<file path="config.mk">
export PLATFORM = sky130hd
export DESIGN_NAME = hammer_key_filter
export DESIGN_NICKNAME = d
export VERILOG_FILES = /design/src/rtl/hammer_key_filter.sv
export SDC_FILE = /design/constraint.sdc
export NUM_CORES = 1
export LEC_CHECK = 0
export ABC_AREA = 1
export ABC_CLOCK_PERIOD_IN_PS = 1950
export CAP_MARGIN = 0
export CORE_ASPECT_RATIO = 0.5
export CORE_MARGIN = 5
export CORE_UTILIZATION = 30
export DETAILED_ROUTE_END_ITERATION = 6
export PLACE_DENSITY = 0.51
export RECOVER_POWER = 100
export REMOVE_ABC_BUFFERS = 1
export SYNTH_ARGS = -nofsm -noshare
export SYNTH_HDL_FRONTEND = slang
export SYNTH_SLANG_ARGS = --single-unit
</file>
<file path="constraint.sdc">
create_clock -name frame_clk -period 1.95 [get_ports frame_clk]
set_input_delay 0.4875 -clock frame_clk [delete_from_list [all_inputs] [get_ports frame_clk]]
set_output_delay 0.4875 -clock frame_clk [all_outputs]
set_load 0.05 [all_outputs]
</file>
<file path="src/rtl/hammer_key_filter.sv">
// hammer_key_filter: filters and debounces per-frame USB keycodes into press/release strobes and a space-bar spin charge.
// Optional auto-repeat of held letter keys is enabled by defining KEY_FILTER_AUTOREPEAT_EN.
module hammer_key_filter #(
  parameter int STABLE_FRAMES = 2,
  parameter int REPEAT_FRAMES = 8
) (
  input  logic       frame_clk,
  input  logic       Reset,
  input  logic [7:0] keycode_in,
  output logic [7:0] keycode_out,
  output logic       key_valid,
  output logic       press_pulse,
  output logic       release_pulse,
  output logic [7:0] spin_count
);
  typedef enum logic [1:0] {IDLE, CAND, HELD} state_t;
  localparam logic [3:0] LAST = 4'(STABLE_FRAMES - 1);
  state_t state_q, state_d;
  logic [7:0] raw_q, raw_d, cand_q, cand_d, key_q, key_d, spin_q, spin_d;
  logic [3:0] cnt_q, cnt_d, miss_q, miss_d;
  logic press_q, press_d, rel_q, rel_d;
`ifdef KEY_FILTER_AUTOREPEAT_EN
  localparam logic [3:0] REP_LAST = 4'(REPEAT_FRAMES - 1);
  logic [3:0] rep_q, rep_d;
`endif
  always_comb begin
    raw_d = (keycode_in inside {8'h04, 8'h07, 8'h16, 8'h1A, 8'h2C}) ? keycode_in : 8'h00;
    state_d = state_q;
    cand_d = cand_q;
    cnt_d = cnt_q;
    miss_d = miss_q;
    key_d = key_q;
    spin_d = spin_q;
    press_d = 1'b0;
    rel_d = 1'b0;
`ifdef KEY_FILTER_AUTOREPEAT_EN
    rep_d = rep_q;
`endif
    case (state_q)
      IDLE: if (raw_q != 8'h00) begin
        state_d = CAND;
        cand_d = raw_q;
        cnt_d = 4'd1;
      end
      CAND: if (raw_q == cand_q) begin
        if (cnt_q == LAST) begin
          state_d = HELD;
          key_d = cand_q;
          press_d = 1'b1;
          spin_d = 8'h00;
          miss_d = 4'd0;
`ifdef KEY_FILTER_AUTOREPEAT_EN
          rep_d = 4'd0;
`endif
        end else cnt_d = cnt_q + 4'd1;
      end else if (raw_q == 8'h00) state_d = IDLE;
      else begin
        cand_d = raw_q;
        cnt_d = 4'd1;
      end
      HELD: if (raw_q == key_q) begin
        miss_d = 4'd0;
        spin_d = (key_q == 8'h2C && spin_q != 8'hFF) ? spin_q + 8'd1 : spin_q;
`ifdef KEY_FILTER_AUTOREPEAT_EN
        if (key_q != 8'h2C) begin
          press_d = rep_q == REP_LAST;
          rep_d = (rep_q == REP_LAST) ? 4'd0 : rep_q + 4'd1;
        end
`endif
      end else begin
`ifdef KEY_FILTER_AUTOREPEAT_EN
        rep_d = 4'd0;
`endif
        if (miss_q == LAST) begin
          rel_d = 1'b1;
          key_d = 8'h00;
          miss_d = 4'd0;
          state_d = (raw_q == 8'h00) ? IDLE : CAND;
          cand_d = raw_q;
          cnt_d = 4'd1;
        end else miss_d = miss_q + 4'd1;
      end
      default: state_d = IDLE;
    endcase
  end
  always_ff @(posedge frame_clk or posedge Reset) begin
    if (Reset) begin
      state_q <= IDLE;
      raw_q <= 8'h00;
      cand_q <= 8'h00;
      key_q <= 8'h00;
      spin_q <= 8'h00;
      cnt_q <= 4'd0;
      miss_q <= 4'd0;
      press_q <= 1'b0;
      rel_q <= 1'b0;
`ifdef KEY_FILTER_AUTOREPEAT_EN
      rep_q <= 4'd0;
`endif
    end else begin
      state_q <= state_d;
      raw_q <= raw_d;
      cand_q <= cand_d;
      key_q <= key_d;
      spin_q <= spin_d;
      cnt_q <= cnt_d;
      miss_q <= miss_d;
      press_q <= press_d;
      rel_q <= rel_d;
`ifdef KEY_FILTER_AUTOREPEAT_EN
      rep_q <= rep_d;
`endif
    end
  end
  assign keycode_out = key_q;
  assign key_valid = key_q != 8'h00;
  assign press_pulse = press_q;
  assign release_pulse = rel_q;
  assign spin_count = spin_q;
endmodule

</file>
# == After elaboration in Yosys (flattened, before gate mapping) ==
# Cells that the tools add are included.
# classes
reduce_logical,14
eq_ne,26
n_mux,43
addsub,3
# op_table
cell,n
$mux W8,14
$mux W4,10
$pmux W8 S2,2
$pmux W8 S3,1
$ne A2 B2 Y1 const B,9
$eq A8 B3 Y1 const B,2
$eq A8 B5 Y1 const B,2
$eq A8 B6 Y1 const B,2
$eq A8 B8 Y1,2
$reduce_bool A8 Y1,2
$reduce_and A5 Y1,3
$mux W2,6
$ne A3 B3 Y1 const B,4
$pmux W4 S3,1
$reduce_and A6 Y1,2
$add A4 B1 Y4 const B,2
$add A8 B1 Y8 const B,1
$eq A4 B1 Y1 const B,2
$logic_not A8 Y1,1
$ne A8 B8 Y1 const B,1
$pmux W4 S2,1
$mux W1,7
$pmux W2 S3,1
$reduce_bool A5 Y1,1
other kinds (7),7
# word_totals
output_inout_bits,19
elab_cells,95
register_bits,44
in_bits,10

# == Longest topological paths before layout ==
# Gate-level depths: netlist of the first run.
# logic_depth
word_depth,5
mapped_depth,13
mapped_depth_nobuf,12

# == Worst setup path before layout of the first run ==
# Ideal clock, no wire load.
# synth_path
path_type,flip-flop to flip-flop
startpoint,reg spin_q[1] (netlist: spin_count[1])
endpoint,reg spin_q[2] (netlist: spin_count[2])
path_stages_with_launch,12
path_buffers,1
slack_ns,0.000
arrival_ns,1.831
synth_period_minus_slack_ns,1.950
setup_ns,0.119
required_time_ns,1.831
path_cell_list,dfrtp_1 -> ha_1 -> nand3_1 -> nor2_1 -> nand2_1 -> nor3_2 -> nor2_1 -> nand2_2 -> nand2_2 -> buf_6 -> o21ai_1 -> inv_1
# synth_via
elab_chain_len,4
word_cells_on_any_way,8
cone_classes,1 x add/sub; 2 x eq/ne; 3 x mux; 2 x reduce/logical
# synth_rtl
element,line,rtl
"start, declared",19,"logic [7:0] raw_q, raw_d, cand_q, cand_d, key_q, key_d, spin_q, spin_d;"
"start signal, assigned",105,spin_q <= spin_d;
$add A8 B1 Y8 / $ne A8 B8 Y1 (equally long branches),63,spin_d = (key_q == 8'h2C && spin_q != 8'hFF) ? spin_q + 8'd1 : spin_q;
$mux W8 / $logic_and A1 B1 Y1 (equally long branches),63,
$mux W8 / $ne A2 B2 Y1 (equally long branches),n/a,
$pmux W8 S2 / $reduce_and A5 Y1 (equally long branches),n/a,
# Several ways; a longest one is shown, not always the timed one. The select of a mux whose other input is x is not followed.
# A chain may end at the register's enable or synchronous reset.

# == Final worst setup path of the first run ==
# layout_path
startpoint,reg key_q[2] (netlist: keycode_out[2])
endpoint,out key_valid
# layout_via
elab_chain_len,1
# layout_rtl
element,line,rtl
"start, declared",19,
"start signal, assigned",104,key_q <= key_d;
$reduce_bool A8 Y1,116,assign key_valid = key_q != 8'h00;
"end, declared",11,"output logic key_valid,"
# Every way passes these cells.

==> results of run 1 <==
[stage by stage]
step	setup WS, ns	utilization [%]	instances	total power (W)
final	0.1108	37.61	472	0.004037
after global placement	0.1628	36.00	465	0.003036
after global routing	-0.001058	37.61	472	0.004321
after detailed placement	0.1486	36.00	465	0.003061
after floorplan	0.05045	-	322	0.002586
after CTS	0.06969	38.27	472	0.004162
[metal layers]
layer / track usage, % / vias up
li1: - / 1107
met1: 15.12 / 994
met2: 20.50 / 27
met3: 3.135 / 6
met4: 3.222 / 0
met5: 0 / -
[final timing paths]
kind | start | endpoint | cells after the start
max | keycode_out[2]$_DFFE_PP0P_ | key_valid | 3
min | cnt_q[3]$_DFFE_PP0P_ | cnt_q[3]$_DFFE_PP0P_ | 2
max reg2reg | keycode_out[1]$_DFFE_PP0P_ | keycode_out[0]$_DFFE_PP0P_ | 11
min reg2reg | cnt_q[3]$_DFFE_PP0P_ | cnt_q[3]$_DFFE_PP0P_ | 2
max in group asynchronous | Reset | raw_q[4]$_DFF_PP0_ | 3
min in group asynchronous | Reset | spin_count[3]$_DFFE_PP0P_ | 3
[kinds of logic (layout without fill, tap and decap cells)]
| family | Yosys count | count (layout) | share of synthesized area, % |
|---|---|---|---|
| AOI/OAI and AO/OA | 27 | 27 | 6.696 |
| xor gates and xnor gates | 13 | 13 | 4.448 |
| adders and majority gates | 5 | 5 | 2.444 |
| buffers and inverters | 53 | 87 | 8.846 |
| DFF | 44 | 44 | 43.01 |
| other | 1 | 2 | 0.1465 |
| and+or+nand+nor | 182 | 182 | 34.41 |
[worst register-to-register path, cell delays in order, from the launching register on]
cell,delay (ns)
dfrtp_1,0.43
inv_1,0.10
nand2_1,0.05
nand2_1,0.06
nand2_1,0.06
nor2_1,0.20
nand2_4,0.11
nand2_1,0.09
nand2_1,0.17
buf_4,0.23
nand4_1,0.09
nand2_1,0.06
[final cells by class]
class,instances,area share (%)
multi-input combinational,229,40.81
sequential,44,35.95
timing repair buffer,31,6.536
inverter,49,6.087
tap,112,4.575
clock buffer,5,4.085
clock inverter,2,1.961
[flip-flops by register name, summed over array words and instances (netlist names)]
signal         flops
release_pulse      1
miss_q             4
cnt_q              4
raw_q              8
spin_count         8
state_q            2
keycode_out        8
press_pulse        1
cand_q             8
[layout by cell type, fill, tap and decap left out, types with 2 or more instances in the layout]
| master | count |
|---|---|
| a21oi_1 | 3 |
| buf_4 | 7 |
| bufinv_16 | 2 |
| clkbuf_1 | 14 |
| clkbuf_16 | 5 |
| clkdlybuf4s50_1 | 7 |
| conb_1 | 2 |
| dfrtp_1 | 44 |
| dlygate4sd3_1 | 2 |
| ha_1 | 5 |
| inv_1 | 38 |
| inv_2 | 9 |
| nand2_1 | 97 |
| nand2_2 | 5 |
| nand2_4 | 3 |
| nand3_1 | 17 |
| nand3b_1 | 4 |
| nand4_1 | 18 |
| nor2_1 | 20 |
| nor2_2 | 4 |
| nor2_4 | 3 |
| nor3_1 | 3 |
| nor4_1 | 2 |
| o21ai_0 | 7 |
| o21ai_1 | 6 |
| o21ai_2 | 7 |
| xnor2_1 | 9 |
| xor2_1 | 4 |
[power by group through the flow]
stage                     Sequential [W]  Combinational, W  Clock (W)
final                            0.00129           0.00167    0.00108
after global routing             0.00132           0.00186    0.00115
after CTS                        0.00129           0.00176    0.00111
after detailed placement         0.00131           0.00176          0
after global placement           0.00130           0.00173          0
after floorplan                  0.00159           0.00100          0
==> impl_metrics.toml, run 1 <==
[pwr]
ir_worst_vdd_mv = 0.4807
power_frac_seq_pct = 31.9
p_switching_w = 0.001776
p_leak_nw = 1.494
combPwrFrac_pct = 41.3
p_int_w = 0.002261
sw_frac_of_total_pct = 44.00
powerDensity_nw_per_um2 = 1318
clkPwrFrac_pct = 26.8

[clock_network]
ctsResizeCount = 0
ctsHoldBuffers = 0
clk_latency_ns = 0.29
clockBufferDepth = 2
cts_setup_buffers = 0
cts_sinks = 44
htree_num_levels = 2
root_buffer = "clkbuf_16"
clk_pin_slew_ns = 0.06
cts_buffers = 5
cts_tree = "done"

[final_layout]
multiInputGateArea_um2 = 1250
nFillCells = 835
layout-area-overhead-vs-synth_pct = 19.65
regArea_um2 = 1101
drive_above_1_share_pct = 14.72
n_antenna_cell = 0
fin_nets = 375
design_area_um2 = 3063

[sta]
setup_viol_count_final = 0
maxSlewHeadroom_pct = 24.13
hold-worst-slack_ns = 0.5181
slew_violations = 0
hold_viol = 0
fin_skew_ns = 0.004367
fin_crit_ns = 1.839
fin_crit_sh_pct = 94.32
fin_tns_setup_ns = 0
worst_pin_slew_ns = 1.138
clock.fmax_mhz = 543.7

[logic_synthesis]
syn_avg_cell_area_um2 = 7.877
async_reset_ff_share_pct = 100.0
synth_top_cell_by_area = "dfrtp_1"
synth_edf_count = 0
netlist_area_um2 = 2560
yosys_warnings = 0
synth_top_area_share_pct = 43.01
yosysMostFrequentCell = "nand2_1"
synthTopCellsByCount = "nand2_1 (98), dfrtp_1 (44), inv_1 (39)"
synth_seq_cells = 44
synthCells = 325
synth_area_leaders = "dfrtp_1 (43%), nand2_1 (14%), inv_1 (5.7%)"
synthFlopType = "dfrtp_1"
ys_seq_area_share_pct = 43.01
yosysUniqueCellTypes = 36

[worst_setup_path]
slowest_delay_ns = 0.44
worst-path-max-fanout = 5
crit_buf_inv = 1
cp_data_required_time_ns = 1.46
cp-end-kind = "primary output"
worstSetupPathType = "reg -> out"
crit_path_cell_trace = "nor4_2, nand4_1, buf_4"
critical_path_arrival_ns = 1.35
cp_top_family = "flip-flops"
cp-start-kind = "flop"
rrSetupSlack_ns = 0.19
critPathSlowestCell = "dfrtp_1"

[routing]
dr.max_layer_used = "met4"
drt_iter0_drc = 81
wirelength_um = 5763
vias = 2134
drcViolationCount = 0
dr_wl_met2_um = 2636
wl_met1_um = 2854
met3_length_um = 206
via_per_inst = 4.521
wl_per_cell_um = 12.21
drt-pass1-iter-count = 4
ant_nets = 0

[floorplan]
core_area_um2 = 8144
rows = 23
fp.dieW_um = 140.6
die_area_um2 = 10590
top_level_ports = 29
die_height_um = 75.32
start_util_pct = 31.43

[placed_design]
io_buffers = 28
gp_congestion = 0.8358
dpl_cell_area_um2 = 2932
dp_hpwl_um = 4369

[global_route]
grt_pass1_vias = 2109
grt_max_degree = 45
grt_pass1_wl_um = 9949
track_usage_pct = 11.87
antenna_found_initial = 0
grt_overflow = 0

[hold_path]
min_path_type = "reg -> reg"

[flow_run]
drv_cap = 0

[run_status]
status = "completed"
Note: power is estimated with default switching activity, not from simulation.
==> run 2, diff against run 1 <==
- SLEW_MARGIN: default -> 25
==> results of run 2 <==
Same layout as run 1: the final DEF is identical, and so are final timing and power.
==> run 3, diff against run 2 <==
- CTS_CLUSTER_SIZE: default -> 25
==> results of run 3 <==
Same layout as run 1: the final DEF is identical, and so are final timing and power.
